**src/rtl/carry_select_accum.sv**
```systemverilog
// Block accumulator for carry-select adder results.
// Sums up to BLOCK_LEN samples and presents each block sum with its sample count.
module carry_select_accum #(
  parameter int DATA_WIDTH = 24,
  parameter int BLOCK_LEN  = 8,
  localparam int LOG_LEN   = $clog2(BLOCK_LEN),
  localparam int SUM_WIDTH = DATA_WIDTH + 1 + LOG_LEN,
  localparam int CNT_WIDTH = LOG_LEN + 1
) (
  input  logic                  clk,
  input  logic                  rst,
  input  logic                  in_valid,
  output logic                  in_ready,
  input  logic [DATA_WIDTH:0]   in_data,
  input  logic                  flush,
  output logic                  out_valid,
  input  logic                  out_ready,
  output logic [SUM_WIDTH-1:0]  out_sum,
  output logic [CNT_WIDTH-1:0]  out_count
);

  typedef enum logic {
    ACCUM = 1'b0,
    HOLD  = 1'b1
  } state_t;

  state_t               r_state;
  logic [SUM_WIDTH-1:0] r_acc;
  logic [CNT_WIDTH-1:0] r_cnt;
  logic                 r_out_valid;
  logic [SUM_WIDTH-1:0] r_out_sum;
  logic [CNT_WIDTH-1:0] r_out_count;

  logic                 w_accept;
  logic                 w_close;
  logic [SUM_WIDTH-1:0] w_acc_next;
  logic [CNT_WIDTH-1:0] w_cnt_next;
  logic [SUM_WIDTH-1:0] w_close_sum;
  logic [CNT_WIDTH-1:0] w_close_cnt;

  assign in_ready  = !rst && (r_state == ACCUM);
  assign out_valid = r_out_valid;
  assign out_sum   = r_out_sum;
  assign out_count = r_out_count;

  assign w_accept   = in_valid && in_ready;
  assign w_acc_next = r_acc + {{LOG_LEN{1'b0}}, in_data};
  assign w_cnt_next = r_cnt + 1'b1;

  // A flushed empty block produces nothing; a sample arriving with flush joins it.
  always_comb begin
    w_close     = 1'b0;
    w_close_sum = r_acc;
    w_close_cnt = r_cnt;
    if (w_accept) begin
      w_close     = flush || (w_cnt_next == CNT_WIDTH'(BLOCK_LEN));
      w_close_sum = w_acc_next;
      w_close_cnt = w_cnt_next;
    end else begin
      w_close = flush && (r_cnt != '0) && (r_state == ACCUM);
    end
  end

  always_ff @(posedge clk or posedge rst) begin
    if (rst) begin
      r_state     <= ACCUM;
      r_acc       <= '0;
      r_cnt       <= '0;
      r_out_valid <= 1'b0;
      r_out_sum   <= '0;
      r_out_count <= '0;
    end else begin
      unique case (r_state)
        ACCUM: begin
          if (w_close) begin
            r_out_sum   <= w_close_sum;
            r_out_count <= w_close_cnt;
            r_out_valid <= 1'b1;
            r_acc       <= '0;
            r_cnt       <= '0;
            r_state     <= HOLD;
          end else if (w_accept) begin
            r_acc <= w_acc_next;
            r_cnt <= w_cnt_next;
          end
        end
        HOLD: begin
          if (out_ready) begin
            r_out_valid <= 1'b0;
            r_state     <= ACCUM;
          end
        end
        default: r_state <= ACCUM;
      endcase
    end
  end

endmodule

```
**config.mk**
```make
export PLATFORM = sky130hd
export DESIGN_NAME = carry_select_accum
export DESIGN_NICKNAME = d
export VERILOG_FILES = /design/src/rtl/carry_select_accum.sv
export SDC_FILE = /design/constraint.sdc
export NUM_CORES = 1
export LEC_CHECK = 0
export ABC_AREA = 1
export BUFFER_PORTS_ARGS = -buffer_cell sky130_fd_sc_hd__buf_2
export CORE_MARGIN = 4
export CORE_UTILIZATION = 30
export DETAILED_ROUTE_END_ITERATION = 7
export HOLD_SLACK_MARGIN = 0.03
export PLACE_DENSITY = 0.57
export RECOVER_POWER = 100
export REMOVE_ABC_BUFFERS = 1
export SETUP_SLACK_MARGIN = 0.02
export SLEW_MARGIN = 10
export SYNTH_ARGS = -nofsm -noshare
export SYNTH_HDL_FRONTEND = slang
export SYNTH_SLANG_ARGS = --single-unit
```
**constraint.sdc**
```tcl
create_clock -name clk -period 2.28 [get_ports clk]
set_input_delay 0.342 -clock clk [delete_from_list [all_inputs] [get_ports clk]]
set_output_delay 0.342 -clock clk [all_outputs]
set_load 0.03 [all_outputs]
```
=== Word level (Yosys, flattened, before mapping) ===
Cells that the tools add are included.

* Register bits after elaboration: 66
* Bits of input ports: 30
* Word-level logic and storage cells: 32

* Add/subtract/negate cells: 2
* Eq/ne operators: 3
* Mux-type cells: 11
* Bitwise gates (word level): 1
* Reductions and logical operators: 9

{| class="wikitable"
|+ Operators by type and width
! kind !! count
|-
| 2-to-1 mux 28 bit || 2
|-
| adder 28 x 25 -> 28 bit || 1
|-
| 2-to-1 mux 4 bit || 2
|-
| 2-to-1 mux 1 bit || 5
|-
| adder 4 x 1 -> 4 bit, second input constant || 1
|-
| equality test 4 bit, second input constant || 1
|-
| logical AND 1 bit || 4
|-
| != test 2 bit, second input constant || 2
|-
| one-hot mux 1 bit (2 select lines) || 2
|-
| AND reduction 2 bit || 2
|-
| nonzero test 4 bit || 1
|-
| logical NOT 1 bit || 1
|-
| logical OR 1 bit || 1
|-
| NOT 1 bit || 1
|}

=== Logic depth before layout (Yosys ltp) ===
* Word-level depth: 6
* Depth in mapped cells: 14
* Mapped depth without buffers: 14

=== Worst setup path after synthesis ===
OpenSTA, ideal clock, no wires.

* Path kind: register to register
* From: register r_acc[0]
* To: register r_out_sum[8], in the netlist out_sum[8]
* Arrival time: 1,787 ps
* Path slack: 365 ps
* Stages on the path, launching flop included: 12
* Cells stage by stage: dfrtp_1 > ha_1 > fa_1 > nand2_1 > nand2_1 > nand3_1 > nand2_1 > or2_2 > nand3_1 > nand2_1 > inv_1 > o21ai_0

* Longest elaborated chain between the ends: 2

{| class="wikitable"
|+ RTL lines
! element !! line !! source
|-
| start: declaration || 28 || <nowiki>logic [SUM_WIDTH-1:0] r_acc;</nowiki>
|-
| start signal: assignment || 83 || <nowiki>r_acc <= w_acc_next;</nowiki>
|-
| adder 28 x 25 -> 28 bit || 47 || <nowiki>assign w_acc_next = r_acc + {{LOG_LEN{1'b0}}, in_data};</nowiki>
|-
| 2-to-1 mux 28 bit || 55 || <nowiki>if (w_accept) begin</nowiki>
|-
| end signal: assignment || 76 || <nowiki>r_out_sum <= w_close_sum;</nowiki>
|-
| end: declaration || 31 || <nowiki>logic [SUM_WIDTH-1:0] r_out_sum;</nowiki>
|}

Every way passes these cells.
A chain may end at the register's enable or synchronous reset.

=== Worst setup path after layout ===
Same ends and word-level chain as after synthesis.

==> metrics.md <==
| Metric | Value |
|---|---|
| Status | `finished, violations left` |
| Fmax | `0.483 GHz` |
| P&R area growth vs syn | `16.6%` |
| Most numerous cell in the Yosys netlist | `nand2_1` |
| Met2 WL post-DR | `around 5700 um` |
| Vias in the first global route | `around 4,500` |
| Residual DRC | `0` |
| Top cell by count, worst path | `nand2_1` |
| Cell taking the most area after synthesis | `dfrtp_1` |
| Worst path top cell family by delay | `simple AND/OR/NAND/NOR gates` |
| Failing checks | `capacitance limit, slew limit` |
| Total core area | `15,300 um^2` |
| Root Driver | `clkbuf_16` |
| Drt first-iter violations | `about 280` |
| Ys async rst share | `100%` |
| Wl on met1 | `6310 um` |
| Place WS | `0.110 ns` |
| Syn Std Cell Area | `4740 um^2` |
| Synth unique cells | `32` |
| FP Rows | `45` |
| GP Congestion | `0.909` |
| Synth cell count leaders | `nand2_1 (287), inv_1 (111), nor2_1 (68)` |
| Comb power frac | `55.7%` |
| Buffers on Ports | `63` |
| Fin util | `36.1%` |
| Slew Viols, Final | `67` |
| Reg power frac | `between 20% and 30%` |
| Ys Warns | `0` |
| Die width | `134 um` |
| RSZ-0062 raised after global routing | `false` |
| Cell Int Power | `3.74 mW` |
| # hold bufs at CTS | `0` |
| Mean Syn Cell Area | `6.48 um^2` |
| Number of clock sinks | `66` |
| H-tree depth | `3` |
| Post-Syn Instances | `731` |
| Number of synthesized register bits | `66` |
| Crit path arrival time | `2.25 ns` |
| Slew @ Worst Pin | `1.64 ns` |
| First-pass GRT wire length | `~22,000 um` |
| Count of final hold-check violations | `0` |
| ANT cells | `0` |
| Synth area leaders | `dfrtp_1 (35%), nand2_1 (23%), inv_1 (8.8%), ha_1 (7.1%), nand3_1 (6.3%)` |
| I/O pin cnt | `64` |
| Register area share after synthesis | `34.9%` |
| Largest net degree at the start of global routing | `67` |
| Slowest CP cell | `fa_1` |
| Critical path launch point type | `flop` |
| Die H | `134 um` |
| Number of flops mapped to enable cells by yosys | `0` |
| Tot GR Track Use | `15.0%` |
| Worst path bufs/invs | `1` |
| Worst Path Required | `approximately 2.5 ns` |
| WL met3 | `about 440 um` |
| Setup CP Type | `reg -> reg` |
| # Max-Cap Violations | `1` |
| Clock power share | `17.8%` |
| First-pass DRT Iterations | `5` |
| CP endpoint kind | `flop` |
| Routed vias | `roughly 4,500` |
| Initial Util | `a little under a third` |
| Number of setup violations in the final report | `0` |
| Post-Route WL | `12,600 um` |
| Clock Path Buffers | `2` |
| Final worst-path cycle share | `90.8%` |
| Net load switching power | `about 3.6 mW` |
| Clock-pin slew on the worst setup and hold paths | `0.06 ns` |
| Setup TNS | `0 ns` |
| Clk_lat worst skew | `0.33 ns` |
| Top-area cell type share of the netlist area | `a little over a third` |
| Layout cell share with drive strength beyond 1 | `a little under a tenth` |
| Antenna violations before repair | `0` |
| Worst setup margin | `roughly 0.21 ns` |
| Via/cell ratio | `roughly 4.4` |
| Drt wl/cell | `12.4 um` |
| Die area | `~18,000 um^2` |
| Min Tclk post-route | `2.07 ns` |
| Peak fanout along the critical path | `5` |
| Clock Skew | `0.0103 ns` |
| Hold Path Class | `in -> reg` |
| CTS tree | `done` |
| Worst slew margin | `-9.35%` |
| Top Metal Used | `met4` |
| Pleak | `3.12 nW` |
| Top FF cell, synth | `dfrtp_1` |
| Post-route ant nets | `0` |
| Final net count | `856` |
| Post-Place Cells | `998` |
| Critical-path cell list | `ha_1 -> fa_1 -> nand2_1 -> nand2_1 -> nand3_1 -> nand2_1 -> or2_2 -> nand3_1 -> nand2_1 -> inv_1 -> o21ai_0` |
| Net Sw Frac | `about half` |
| CTS buffer count | `9` |
| GRT overflow | `0` |
| HPWL Detailed | `9700 um` |
| Worst VDD drop | `0.465 mV` |
| Post-Layout Cell Count | `1,014` |
| Slowest stage delay, CP | `0.39 ns` |
| Pwr/cell area | `1330 nW/um^2` |
metrics by stage:
stage	hold slack, ns	area (um^2)	total power, mW
2_1_floorplan	0.508	4660	5.04
3_3_place_gp	0.461	5310	6.12
3_5_place_dp	0.460	5310	6.14
4_1_cts	0.0996	5590	7.50
5_1_grt	0.298	5530	8.14
6_report	0.265	5530	7.33
worst register-to-register path, cell delays in order (launching register included):
cell and delay [ns]:
dfrtp_1 0.38, ha_1 0.21, fa_1 0.39, nand2_1 0.09, nand2_1 0.08, nand3_1 0.09
nand2_1 0.12, or2_2 0.30, nand3_1 0.07, nand2_1 0.05, inv_1 0.07, o21ai_0 0.07
area by class of cell:
class,count,area [um^2]
fill,1768,9790
sequential,66,1650
multi-input combinational,537,2580
timing repair buffer,71,325
clock inverter,6,42.5
inverter,113,424
clock buffer,10,239
tap,211,264
path summary, 6_finish.rpt:
kind	from	end	slack [ns]	depth (start not counted)
setup / recovery	r_acc[0]	out_sum[8]	0.21	11
hold / removal	out_ready	r_state	0.26	4
setup reg to reg	r_acc[0]	out_sum[8]	0.21	11
hold reg to reg	out_sum[24]	out_sum[24]	0.47	2
max in group asynchronous	rst	r_acc[6]	0.73	3
min in group asynchronous	rst	r_acc[19]	0.58	3
state kept, by name (all words and copies together) (netlist names):
register   cells
r_state        1
out_sum       28
r_acc         28
r_cnt          4
out_valid      1
out_count      4
logic make-up (layout without fill, tap and decap cells):
logic type | Yosys count | in the layout | share of synthesized area (%)
simple gates | 449 | 449 | 39.0
compound gates | 52 | 52 | 6.34
mux | 3 | 3 | 0.634
buf+inv | 128 | 200 | 10.6
fa+ha+maj | 28 | 28 | 7.55
flops | 66 | 66 | 34.9
xor+xnor | 5 | 5 | 0.924
cell usage in the layout, fill, tap and decap left out, drive strengths merged:
master,synthesis,final
nand3b,4,4
ha,27,27
nand4,11,11
clkbuf,3,49
o21a,1,1
xor2,4,4
nor3,1,1
nor2,69,69
and2,3,3
nand2,288,288
mux2i,3,3
fa,1,1
o21bai,1,1
o22ai,2,2
or2,13,13
clkinvlp,0,2
a31oi,1,1
a21o,2,2
nand3,60,60
clkinv,0,4
buf,12,32
o21ai,23,23
inv,113,113
a21oi,22,22
dfrtp,66,66
xnor2,1,1
layer usage:
layer,vias to the layer above,GRT usage [%]
met2,74,24.1
met5,-,0
li1,2394,-
met1,2023,20.3
met4,0,4.63
met3,10,2.98
power by group through the flow:
| stage | Combinational (mW) | Sequential [mW] | Clock, mW |
|---|---|---|---|
| 4_1_cts | 4.21 | 1.94 | 1.34 |
| 3_3_place_gp | 4.17 | 1.95 | 0 |
| 3_5_place_dp | 4.19 | 1.95 | 0 |
| 2_1_floorplan | 2.65 | 2.38 | 0 |
| 6_report | 4.09 | 1.94 | 1.31 |
| 5_1_grt | 4.73 | 2.01 | 1.39 |
what timing repair did:
item                       in CTS  in global routing
resized for setup               0                  4
setup buffers                   0                  0
setup endpoints to repair       0                  7
No activity file was read; power rests on OpenSTA's default activity.
